==> src/rtl/edge_event_capture.sv <==
// Multi-channel edge detector with sticky, write-1-to-clear pending flags and an irq output.
// Define EDGE_DEBOUNCE_EN to insert a per-channel debounce filter ahead of edge detection.
module edge_event_capture #(
    parameter int unsigned DATAWIDTH   = 8,
    parameter int unsigned SYNC_STAGES = 2,
    parameter int unsigned FILT_CYCLES = 4
) (
    input  logic                 clk,
    input  logic                 reset,
    input  logic [DATAWIDTH-1:0] i,
    input  logic [DATAWIDTH-1:0] rise_en,
    input  logic [DATAWIDTH-1:0] fall_en,
    input  logic [DATAWIDTH-1:0] clr,
    output logic [DATAWIDTH-1:0] o,
    output logic [DATAWIDTH-1:0] pending,
    output logic                 irq
);

    if (SYNC_STAGES < 2 || FILT_CYCLES < 1) begin : g_param_check
        $error("edge_event_capture: SYNC_STAGES must be >= 2 and FILT_CYCLES >= 1");
    end

    logic [DATAWIDTH-1:0] sync_q [SYNC_STAGES];
    logic [DATAWIDTH-1:0] sync_out;
    logic [DATAWIDTH-1:0] lvl;
    logic [DATAWIDTH-1:0] old_q;
    logic [DATAWIDTH-1:0] o_q;
    logic [DATAWIDTH-1:0] pending_q;
    logic [DATAWIDTH-1:0] pending_d;
    logic [DATAWIDTH-1:0] rise;
    logic [DATAWIDTH-1:0] fall;
    logic                 irq_q;

    always_ff @(posedge clk or posedge reset) begin
        if (reset) begin
            for (int k = 0; k < SYNC_STAGES; k++) begin
                sync_q[k] <= '0;
            end
        end else begin
            sync_q[0] <= i;
            for (int k = 1; k < SYNC_STAGES; k++) begin
                sync_q[k] <= sync_q[k-1];
            end
        end
    end

    assign sync_out = sync_q[SYNC_STAGES-1];

`ifdef EDGE_DEBOUNCE_EN
    localparam int unsigned CntW = $clog2(FILT_CYCLES + 1);
    localparam logic [CntW-1:0] CntMax = CntW'(FILT_CYCLES - 1);

    logic [CntW-1:0]      cnt_q [DATAWIDTH];
    logic [DATAWIDTH-1:0] lvl_q;

    // lvl follows sync_out only after FILT_CYCLES consecutive clks of disagreement.
    always_ff @(posedge clk or posedge reset) begin
        if (reset) begin
            lvl_q <= '0;
            for (int n = 0; n < DATAWIDTH; n++) begin
                cnt_q[n] <= '0;
            end
        end else begin
            for (int n = 0; n < DATAWIDTH; n++) begin
                if (sync_out[n] == lvl_q[n]) begin
                    cnt_q[n] <= '0;
                end else if (cnt_q[n] == CntMax) begin
                    lvl_q[n] <= sync_out[n];
                    cnt_q[n] <= '0;
                end else begin
                    cnt_q[n] <= cnt_q[n] + 1'b1;
                end
            end
        end
    end

    assign lvl = lvl_q;
`else
    assign lvl = sync_out;
`endif

    always_comb begin
        rise      = lvl & ~old_q & rise_en;
        fall      = ~lvl & old_q & fall_en;
        // A new pulse overrides a simultaneous clear.
        pending_d = o_q | (pending_q & ~clr);
    end

    always_ff @(posedge clk or posedge reset) begin
        if (reset) begin
            old_q     <= '0;
            o_q       <= '0;
            pending_q <= '0;
            irq_q     <= 1'b0;
        end else begin
            old_q     <= lvl;
            o_q       <= rise | fall;
            pending_q <= pending_d;
            irq_q     <= |pending_d;
        end
    end

    assign o       = o_q;
    assign pending = pending_q;
    assign irq     = irq_q;

endmodule
==> config.mk <==
export PLATFORM = sky130hd
export DESIGN_NAME = edge_event_capture
export DESIGN_NICKNAME = d
export VERILOG_FILES = /design/src/rtl/edge_event_capture.sv
export SDC_FILE = /design/constraint.sdc
export NUM_CORES = 1
export LEC_CHECK = 0
export ABC_AREA = 1
export BUFFER_PORTS_ARGS = -buffer_cell sky130_fd_sc_hd__buf_2
export CORE_MARGIN = 2
export CORE_UTILIZATION = 42
export CTS_CLUSTER_DIAMETER = 30
export CTS_CLUSTER_SIZE = 25
export DETAILED_ROUTE_END_ITERATION = 16
export PLACE_DENSITY = 0.75
export SLEW_MARGIN = 20
export SYNTH_ARGS = -nofsm -noshare
export SYNTH_HDL_FRONTEND = slang
export SYNTH_SLANG_ARGS = --single-unit
==> constraint.sdc <==
create_clock -name clk -period 1 [get_ports clk]
set_input_delay 0.15 -clock clk [delete_from_list [all_inputs] [get_ports clk]]
set_output_delay 0.15 -clock clk [all_outputs]
set_load 0.01 [all_outputs]
## After elaboration in Yosys (flattened, before gate mapping)

Index checks and enable logic that the tools add are counted.

| cells by class | value |
|---|---|
| bitwise logic cells | 10 |
| reductions and logical operators | 1 |

Operators by type and width:

| operator | number |
|---|---|
| $and 8x8->8 | 5 |
| $not 8->8 | 3 |
| $or 8x8->8 | 2 |
| $reduce_or 8->1 | 1 |

| storage, ports and cells | value |
|---|---|
| register bits after elaboration | 41 |
| word-level logic and storage cells | 17 |

## Longest topological paths before layout

| logic depth | value |
|---|---|
| depth in word-level cells | 4 |
| gate-level depth with buffers | 5 |

## Worst setup path before layout

No wires, ideal clock.

| timing path | value |
|---|---|
| kind | register to register |
| start | reg pending_q[1], in the netlist pending[1] |
| end | reg irq_q, in the netlist irq |
| arrival time | 0.749 ns |
| data required time | 0.881 ns |
| setup slack | 0.133 ns |
| stages on the path, launching flop included | 5 |
| cells stage by stage | dfrtp_1 a21oi_2 nand2_1 nor2_1 nand2_1 |

| between the ends | value |
|---|---|
| longest elaborated chain between the ends | 3 |

Ends and longest elaborated chain:

| what | line | source |
|---|---|---|
| start, declared | 28 | `logic [DATAWIDTH-1:0] pending_q;` |
| start signal, assigned | 98 | `pending_q <= pending_d;` |
| $and 8x8->8 | 86 | `pending_d = o_q \| (pending_q & ~clr);` |
| $or 8x8->8 | 86 |  |
| $reduce_or 8->1 | 99 | `irq_q <= \|pending_d;` |
| end signal, assigned | 99 |  |
| end, declared | 32 | `logic irq_q;` |

Every way passes these cells.

## Worst setup path in the final report

| timing path | value |
|---|---|
| start | reg o_q[4], in the netlist o[4] |
| end | out o[4] |

RTL lines:

| what | line | source |
|---|---|---|
| start, declared | 27 | `logic [DATAWIDTH-1:0] o_q;` |
| start signal, assigned | 97 | `o_q <= rise \| fall;` |
| end, declared | 14 | `output logic [DATAWIDTH-1:0] o,` |

No word-level cell between the ends.

==> results_dict.tcl <==
set metrics [dict create \
    crit_path_start "o[4]$_DFF_PP0_" \
    fin_cells 232 \
    period_needed_ps 1040 \
    yosysUniqueCellTypes 6 \
    root_buffer "clkbuf_4" \
    syn_area_per_cell_sq_um 12.6 \
    track_usage_pct 16.1 \
    setup_ws_ps -37.6 \
    multi_input_area_sq_um 216 \
    synth_top_area_share_pct 77.4 \
    firstDrtPassIters 4 \
    grt_antenna_before_repair 0 \
    irDropWorstVdd_v 0.00107 \
    wl_um 2440 \
    die_x_um 60.2 \
    slew_violations 0 \
    p_leak_nw 1.03 \
    cp_num_buf_inv 1 \
    fin_skew_ps 6.73 \
    wire_per_inst_um 10.5 \
    grt_setup_unrepaired "true" \
    ys_ff_latch 41 \
    std_cell_rows 20 \
    grt_pass1_wl_um 4040 \
    crit_path_cell_trace "buf_2" \
    insertedDiodeCount 0 \
    ant_nets 0 \
    required_ps 850 \
    clk_pin_slew_ps 110 \
    initial_core_util_pct 43.8 \
    syn_inst 105 \
    max_slew_margin_pct 85.9 \
    powerDensity_nw_per_um2 1630 \
    grt_max_degree 42 \
    setup_viol 18 \
    worstSetupPathType "reg2out" \
    worst_hold_startpoint "fall_en[3]" \
    cts_tree "done" \
    drv_cap 0 \
    htree_levels 2 \
    fillers 253 \
    endpoint_kind "primary output" \
    r2r_start "pending[2]$_DFF_PP0_" \
    syn_area_sq_um 1330 \
    clock_path_buffers 2 \
    fin_util_pct 64.0 \
    hold_violations 0 \
    cp_slowest_cell "dfrtp_1" \
    drc_errors 0 \
    tightest_slew_ps 212 \
    setup_tns_ps -392 \
    crit_family "flip-flops" \
    place_congestion 0.594 \
    area_growth_pct 46.1 \
    hold_ws_ps 40.5 \
    dp_hpwl_um 1650 \
    hold_path_class "in2reg" \
    ys.warnings.count 0 \
    crit_arrival_ps 890 \
    placedCellCount 200 \
    numPortBuffers 50 \
    die_y_um 60.2 \
    clk_latency_ps 340 \
    core_sq_um 3030 \
    numCtsBuffers 5 \
    violations "negative setup slack" \
    grt_pass1_vias 992 \
    fin_crit_sh_pct 104 \
    dieArea_sq_um 3620 \
    status "complete, but fails checks" \
    syn-num-nets 139 \
    clock.fmax_ghz 0.964 \
    drt-vias-per-instance 4.14 \
    cts.sinks 41 \
    synth_area_leaders "dfrtp_1 77%, inv_1 7.1%, a21oi_1 6.0%, a21oi_2 5.3%, nand2_1 3.7%" \
    drtIter0Drc 17 \
    seqCellArea_sq_um 1030 \
    nNetsFinal 221 \
    yosys.area.top_type "dfrtp_1" \
    overflow 0 \
    critical_path.max_fanout 2 \
    max_stage_delay_ps 400 \
    yosysSeqAreaShare_pct 77.4 \
    start_kind "register" \
    pre_cts_ws_ps 79.3 \
    io_pins 51 \
    drive_gt1_share_pct 44.7 \
    num_vias 961 \
]
placed cells by master, fill, tap and decap left out, drive strengths merged:
cell	count
buf	66
dfrtp	41
inv	24
a21oi	24
nand2	13
dlygate4sd3	9
clkbuf	7
nor2	2
clkinvlp	1
clkinv	1
per-stage QoR:
step | instance area, sq um | power [W]
global route | 1940 | 0.00335
detailed placement | 1660 | 0.00218
floorplan | 1330 | 0.00200
CTS | 1920 | 0.00319
finish | 1940 | 0.00315
global placement | 1660 | 0.00216
layer usage:
layer / wire length (um) / share of wire, % / GRT usage [%] / vias up
met4: 35 / 1.4 / 5.71 / 0
met2: 1330 / 54 / 30.1 / 32
li1: - / - / - / 482
met3: 167 / 6.8 / 6.49 / 5
met1: 915 / 37 / 15.8 / 442
met5: 0 / 0 / 0 / -
what timing repair did:
item                                    4_1_cts  5_1_grt
endpoints found under the setup margin       17       18
hold endpoints to repair                     49        0
buffers inserted                             14        1
pin swaps                                     0        3
hold buffers                                  9        0
resized for setup                             0        2
power by group:
| part | leakage [nW] | internal, W | switching (W) |
|---|---|---|---|
| Clock | 0.0413 | 0.000408 | 0.000494 |
| Combinational | 0.507 | 0.000233 | 0.000200 |
| Sequential | 0.477 | 0.00177 | 0.0000544 |
| Total | 1.03 | 0.00241 | 0.000748 |
worst reg2reg max path: cells and delay by family (launching register included):
kind            cells  cell delay, ps
buf+inv             1             130
flops               1             390
compound gates      1             130
simple gates        3             250
registers in the layout (all words and copies together), names as in the netlist:
register and count:
old_q 8, sync_q 8, pending 8, o 8, lvl 8, irq 1
path summary, 6_finish.rpt:
path                                         to  slack (ps)  cells after the start
max                                        o[4]         -40                      1
min in group asynchronous      lvl[5]$_DFF_PP0_         380                      4
min reg2reg                    lvl[7]$_DFF_PP0_         360                      0
max in group asynchronous  sync_q[15]$_DFF_PP0_         420                      4
min                              o[3]$_DFF_PP0_          40                      3
max reg2reg                       irq$_DFF_PP0_           0                      5
synth_stat cells:
master	number
a21oi_2	8
inv_1	25
nor2_1	2
nand2_1	13
dfrtp_1	41
a21oi_1	16
area by class of cell:
type                       count  area share (%)
clock buffer                   7            3.36
clock inverter                 1           0.258
inverter                      25            5.04
multi-input combinational     39            11.2
sequential                    41            52.9
tap                           44            2.84
timing repair buffer          75            24.4
cell families (layout without fill, tap and decap cells):
logic type | count (synthesis) | count (layout) | synth area share, %
buffers and inverters | 25 | 108 | 7.08
flip-flops | 41 | 41 | 77.4
AO/OA/AOI/OAI | 24 | 24 | 11.3
AND/OR/NAND/NOR | 15 | 15 | 4.25
(Power assumes the default switching activity.)
